File: src/rtl/sobel_pkg.sv
// Shared definitions for the sobel window path.
// Holds the scheduler state encoding and tap geometry.
package sobel_pkg;

  typedef enum logic [1:0] {
    IDLE  = 2'd0,
    LOAD  = 2'd1,
    FETCH = 2'd2,
    FLUSH = 2'd3
  } state_e;

  localparam int TAPS = 9;
  localparam logic [3:0] TAP_LAST = 4'(TAPS - 1);

  // Address jump from the last tap of one window row to the first of the next.
  function automatic int row_step(input int img_w);
    return img_w - 2;
  endfunction

endpackage

File: src/rtl/sobel_addr_gen.sv
// RAM read address sequencer for 3x3 windows.
// Walks taps within a window, then windows in raster order.
module sobel_addr_gen
  import sobel_pkg::*;
#(
  parameter int IMG_W  = 720,
  parameter int IMG_H  = 120,
  parameter int ADDR_W = 17
) (
  input  logic              clk,
  input  logic              rst,
  input  logic              issue_i,
  output logic [ADDR_W-1:0] raddr_o,
  output logic [3:0]        tap_o,
  output logic              last_win_o
);

  localparam logic [ADDR_W-1:0] COL_LAST = ADDR_W'(IMG_W - 3);
  localparam logic [ADDR_W-1:0] ROW_LAST = ADDR_W'(IMG_H - 3);
  localparam logic [ADDR_W-1:0] WIN_LAST =
    ADDR_W'((IMG_W - 2) * (IMG_H - 2) - 1);
  localparam logic [ADDR_W-1:0] ROW_STEP = ADDR_W'(row_step(IMG_W));

  logic [ADDR_W-1:0] base_q, base_d;
  logic [ADDR_W-1:0] col_q, col_d;
  logic [ADDR_W-1:0] row_q, row_d;
  logic [ADDR_W-1:0] win_q, win_d;
  logic [ADDR_W-1:0] raddr_q, raddr_d;
  logic [3:0]        tap_q, tap_d;
  logic              last_win;

  assign last_win = (win_q == WIN_LAST) &&
                    (row_q == ROW_LAST) &&
                    (col_q == COL_LAST);

  always_comb begin
    base_d  = base_q;
    col_d   = col_q;
    row_d   = row_q;
    win_d   = win_q;
    raddr_d = raddr_q;
    tap_d   = tap_q;
    if (issue_i) begin
      if (tap_q == TAP_LAST) begin
        tap_d = 4'd0;
        if (last_win) begin
          base_d = '0;
          col_d  = '0;
          row_d  = '0;
          win_d  = '0;
        end else if (col_q == COL_LAST) begin
          base_d = base_q + ADDR_W'(3);
          col_d  = '0;
          row_d  = row_q + ADDR_W'(1);
          win_d  = win_q + ADDR_W'(1);
        end else begin
          base_d = base_q + ADDR_W'(1);
          col_d  = col_q + ADDR_W'(1);
          win_d  = win_q + ADDR_W'(1);
        end
        raddr_d = base_d;
      end else begin
        tap_d = tap_q + 4'd1;
        if (tap_q == 4'd2 || tap_q == 4'd5) begin
          raddr_d = raddr_q + ROW_STEP;
        end else begin
          raddr_d = raddr_q + ADDR_W'(1);
        end
      end
    end
  end

  always_ff @(posedge clk or posedge rst) begin
    if (rst) begin
      base_q  <= '0;
      col_q   <= '0;
      row_q   <= '0;
      win_q   <= '0;
      raddr_q <= '0;
      tap_q   <= 4'd0;
    end else begin
      base_q  <= base_d;
      col_q   <= col_d;
      row_q   <= row_d;
      win_q   <= win_d;
      raddr_q <= raddr_d;
      tap_q   <= tap_d;
    end
  end

  assign raddr_o    = raddr_q;
  assign tap_o      = tap_q;
  assign last_win_o = last_win;

endmodule

File: src/rtl/sobel_window_scheduler.sv
// Loads one frame into the shared RAM, then streams every 3x3 window
// to the convolver as nine consecutive taps.
module sobel_window_scheduler
  import sobel_pkg::*;
#(
  parameter int IMG_W  = 720,
  parameter int IMG_H  = 120,
  parameter int PIX_W  = 8,
  parameter int ADDR_W = 17
) (
  input  logic              clk,
  input  logic              rst,
  input  logic [PIX_W-1:0]  pix_in,
  input  logic              pix_valid,
  output logic              pix_ready,
  output logic              mem_we,
  output logic [ADDR_W-1:0] mem_waddr,
  output logic [PIX_W-1:0]  mem_wdata,
  output logic [ADDR_W-1:0] mem_raddr,
  input  logic [PIX_W-1:0]  mem_rdata,
  input  logic              conv_ready,
  output logic              tap_valid,
  output logic [PIX_W-1:0]  tap_data,
  output logic [3:0]        tap_idx,
  output logic              frame_done,
  output logic              busy
);

  localparam logic [ADDR_W-1:0] PIX_LAST = ADDR_W'(IMG_W * IMG_H - 1);

  state_e            state_q;
  logic              pix_ready_q;
  logic              we_q;
  logic [ADDR_W-1:0] waddr_q;
  logic [PIX_W-1:0]  wdata_q;
  logic [ADDR_W-1:0] wcount_q;
  logic              tap_valid_q;
  logic [3:0]        tap_idx_q;
  logic              frame_done_q;
  logic              busy_q;

  logic              accept;
  logic              last_pix;
  logic              issue;
  logic              final_tap;
  logic [3:0]        tap_cnt;
  logic              last_win;

  assign accept   = pix_valid & pix_ready_q;
  assign last_pix = accept && (wcount_q == PIX_LAST);

  // The final pixel's write lands in the first FETCH cycle; hold reads off
  // until it retires so the RAM never sees a read and write together.
  assign issue = (state_q == FETCH) && !we_q &&
                 ((tap_cnt != 4'd0) || conv_ready);
  assign final_tap = issue && (tap_cnt == TAP_LAST) && last_win;

  sobel_addr_gen #(
    .IMG_W  (IMG_W),
    .IMG_H  (IMG_H),
    .ADDR_W (ADDR_W)
  ) u_addr_gen (
    .clk        (clk),
    .rst        (rst),
    .issue_i    (issue),
    .raddr_o    (mem_raddr),
    .tap_o      (tap_cnt),
    .last_win_o (last_win)
  );

  always_ff @(posedge clk or posedge rst) begin
    if (rst) begin
      state_q      <= IDLE;
      pix_ready_q  <= 1'b1;
      we_q         <= 1'b0;
      waddr_q      <= '0;
      wdata_q      <= '0;
      wcount_q     <= '0;
      tap_valid_q  <= 1'b0;
      tap_idx_q    <= 4'd0;
      frame_done_q <= 1'b0;
      busy_q       <= 1'b0;
    end else begin
      we_q         <= accept;
      tap_valid_q  <= issue;
      tap_idx_q    <= tap_cnt;
      frame_done_q <= final_tap;
      if (accept) begin
        waddr_q  <= wcount_q;
        wdata_q  <= pix_in;
        wcount_q <= last_pix ? '0 : wcount_q + ADDR_W'(1);
      end
      unique case (state_q)
        IDLE: begin
          if (accept) begin
            state_q <= LOAD;
            busy_q  <= 1'b1;
          end
        end
        LOAD: begin
          if (last_pix) begin
            state_q     <= FETCH;
            pix_ready_q <= 1'b0;
          end
        end
        FETCH: begin
          if (final_tap) begin
            state_q <= FLUSH;
          end
        end
        FLUSH: begin
          state_q     <= IDLE;
          busy_q      <= 1'b0;
          pix_ready_q <= 1'b1;
        end
      endcase
    end
  end

  assign pix_ready  = pix_ready_q;
  assign mem_we     = we_q;
  assign mem_waddr  = waddr_q;
  assign mem_wdata  = wdata_q;
  assign tap_valid  = tap_valid_q;
  assign tap_idx    = tap_idx_q;
  assign tap_data   = tap_valid_q ? mem_rdata : '0;
  assign frame_done = frame_done_q;
  assign busy       = busy_q;

endmodule

File: config.mk
export PLATFORM = sky130hd
export DESIGN_NAME = sobel_window_scheduler
export DESIGN_NICKNAME = d
export VERILOG_FILES = /design/src/rtl/sobel_pkg.sv /design/src/rtl/sobel_addr_gen.sv /design/src/rtl/sobel_window_scheduler.sv
export SDC_FILE = /design/constraint.sdc
export NUM_CORES = 1
export LEC_CHECK = 0
export BUFFER_PORTS_ARGS = -buffer_cell sky130_fd_sc_hd__buf_2
export CAP_MARGIN = 20
export CORE_ASPECT_RATIO = 1.5
export CORE_MARGIN = 10
export CORE_UTILIZATION = 59
export DETAILED_ROUTE_END_ITERATION = 16
export GPL_ROUTABILITY_DRIVEN = 0
export GPL_TIMING_DRIVEN = 0
export PLACE_DENSITY = 0.77
export SYNTH_ARGS = -nofsm -noshare
export SYNTH_HDL_FRONTEND = slang
export SYNTH_SLANG_ARGS = --single-unit
File: constraint.sdc
create_clock -name clk -period 5.5 [get_ports clk]
set_input_delay 1.1 -clock clk [delete_from_list [all_inputs] [get_ports clk]]
set_output_delay 1.1 -clock clk [all_outputs]
set_load 0.01 [all_outputs]
==> results.ini <==
[die]
die_area_um2 = 17100
rows = 49
fp.dieW_um = 110
coreArea_um2 = 12000
io_pins = 79
die_h_um = 155
start_util_pct = 60.0

[hold_path]
worstHoldStart = u_addr_gen.tap_o[3]
min_to = tap_idx[3]
min_path_type = register to register
worstHoldPathCells = 0

[worst_setup_path]
cp_top_family = simple AND/OR/NAND/NOR gates
worstSetupStartpoint = u_addr_gen.col_q[1]
crit_chain = inv_1 > ha_1 > nor4b_1 > nand4_2 > clkinv_1 > ha_1 > a21oi_1 > nor3_1 > nand4_1 > and2b_1 > o21ai_0 > o31ai_1
r2r_slack_ns = 1.82
r2r_cells = 12
slowest_delay_ns = 0.74
critPathSlowestCell = nor3_1
critPathKind = register to register
required_ns = 5.79
worstReg2RegEnd = u_addr_gen.base_q[15]
critPathMostFrequentCell = ha_1
cp_data_arrival_time_ns = 3.97
crit_buf_inv = 2
end_kind = register
crit_fanout = 10
startpoint_type = register
r2r_start = u_addr_gen.col_q[1]

[route]
firstDrtPassIters = 6
viasPerCell = 5.90
num_vias = 6104
drt_iter0_drc = 363
ant_nets = 0
drt_wl_total_mm = 18.0
wire_per_inst_um = 17.4
drcViolationCount = 0

[clock_network]
cts.clk_slew.worst_paths_ns = 0.06
htreeDepth = 4
cts_tree = yes
root_buffer = clkbuf_16
cts_sinks = 142
postCtsHoldBufs = 0
clk_latency_ns = 0.41
ctsResizeCount = 0
clockBufferDepth = 2
numCtsBuffers = 17
postCtsSetupBuffers = 0

[yosys]
async_flop_share_pct = 100
synth_ff_type = dfrtp_1
syn_nets = 810
yosysWarnings = 0
ys_seq_area_share_pct = 49.5
synth_area_um2 = 7180
avgSynthCellArea_um2 = 9.32
synth_edf_count = 0
synth_seq_cells = 142
netlist_instances = 770
yosysUniqueCellTypes = 60

[timing]
holdWs_ns = 0.386
grt_setup_unrepaired = false
setup_viol = 0
clock_skew_ns = 0.00529
hold_viol = 0
fmax_mhz = 272
slew-limit-headroom_pct = 41.3
post-route-period-util_pct = 66.9
worstMarginPinSlew_ns = 0.874
period_minus_slack_ns = 3.68
finalMaxSlewViolations = 0

[cells_and_area]
post-route-util_pct = 69.8
multi_input_area_um2 = 3420
nFillCells = 918
final_layout_size_suffix_gt1_share_pct = 13.8
diodes = 0
register_area_um2 = 3550
finalNetCount = 908
layout-area-overhead-vs-synth_pct = 16.3

[outcome]
outcome = finished, final reports clean

[global_routing]
grt_use_total_pct = 22.0
antenna_found_initial = 0
grt_overflow = 0
grt_pass1_vias = 6244
grt_max_degree = 85
grt_first_pass_wirelength_mm = 30.2

[power_and_ir_drop]
p_leak_nw = 3.94
vdd_ir_drop_max_mv = 0.315
power_mw = 3.19
powerDensity_nw_per_um2 = 382

[place]
io_buffers = 78
dp_hpwl_mm = 12.9

[job]
drv_cap = 0

cells in the mapped netlist (all sizes together), types with 14 or more instances:
master  number  share of area (%)
nor3        20                1.4
inv         24                1.3
xnor2       46                5.6
clkbuf      18               0.94
ha          19                3.3
nor2        55                2.9
and3        17                1.5
nand3       29                2.0
dfrtp      141                 49
xor2        27                3.3
nand2      153                8.0
o21ai       56                3.9
a21oi       14               0.98
nand4       27                2.4
metrics by stage:
step / instances / setup TNS [ns] / setup slack (ns) / cell area (µm²)
2_1_floorplan: 770 / 0 / 0.592 / 7180
3_3_place_gp: 1001 / -120.86 / -0.869 / 7760
3_5_place_dp: 1002 / 0 / 1.90 / 7790
4_1_cts: 1034 / 0 / 1.81 / 8350
5_1_grt: 1034 / 0 / 1.51 / 8350
6_report: 1034 / 0 / 1.82 / 8350
worst register-to-register path, stage by stage, from the launching register on:
cell,delay (ns)
dfrtp_1,0.39
inv_1,0.08
ha_1,0.14
nor4b_1,0.34
nand4_2,0.41
clkinv_1,0.34
ha_1,0.23
a21oi_1,0.07
nor3_1,0.74
nand4_1,0.30
and2b_1,0.24
o21ai_0,0.17
o31ai_1,0.11
registers in the layout (all words and copies together), names as in the netlist:
signal	flops
tap_idx	4
mem_waddr	17
frame_done	1
u_addr_gen.raddr_o	17
pix_ready	1
u_addr_gen.col_q	17
u_addr_gen.base_q	17
wcount_q	17
u_addr_gen.row_q	17
tap_valid	1
mem_we	1
busy	1
state_q	2
u_addr_gen.win_q	17
mem_wdata	8
u_addr_gen.tap_o	4
kinds of logic (layout without fill, tap and decap cells):
group | count (synthesis) | count (layout) | synth area share, %
buffers and inverters | 50 | 161 | 2.77
DFF | 142 | 142 | 49.5
adders and majority gates | 20 | 20 | 3.59
AOI/OAI and AO/OA | 116 | 116 | 9.82
muxes | 5 | 5 | 0.715
xor gates and xnor gates | 73 | 73 | 8.91
and+or+nand+nor | 364 | 364 | 24.7
routing by layer:
layer  global-route usage (%)  wire [µm]  up-vias
li1                         -          -     2842
met1                     23.5       6760     2998
met2                     40.1       9940      227
met3                     5.17        972       37
met4                     8.02        329        0
met5                        0          0        -
area by class of cell:
type / count / share of cell area (%)
flip-flops and latches: 142 / 42.6
plain buffers: 25 / 1.26
clock inverters: 9 / 1.05
repair buffers: 79 / 5.01
clock buffers: 23 / 5.61
inverters: 25 / 1.18
multi-input cells: 578 / 41.0
well taps: 153 / 2.29
how the worst max path moves through the flow:
stage / slack (ns) / endpoint / cells past startpoint
3_3_place_gp: -0.87 / u_addr_gen.tap_o[1] / 2
2_1_floorplan: 0.59 / busy / 1
3_5_place_dp: 1.90 / u_addr_gen.base_q[15] / 12
4_1_cts: 1.81 / u_addr_gen.base_q[15] / 12
6_report: 1.82 / u_addr_gen.base_q[15] / 12
5_1_grt: 1.51 / u_addr_gen.base_q[15] / 12
power by group:
part / internal, mW / switching, mW
combinational: 0.307 / 0.440
clock: 0.645 / 0.429
sequential: 1.19 / 0.183
cell usage in the layout (no fill, tap or decap), types with 5 or more instances in the layout:
cell / count
a21o_1: 6
a21oi_1: 14
and2_1: 13
and3_1: 17
buf_2: 81
clkbuf_1: 22
clkbuf_16: 17
dfrtp_1: 141
ha_1: 19
inv_1: 23
nand2_1: 153
nand2b_1: 5
nand3_1: 29
nand4_1: 26
nor2_1: 55
nor2b_1: 6
nor3_1: 20
o21ai_0: 55
o22ai_1: 6
o31ai_1: 11
or2_2: 6
or3_1: 7
xnor2_1: 46
xor2_1: 27
(Power assumes the default switching activity.)
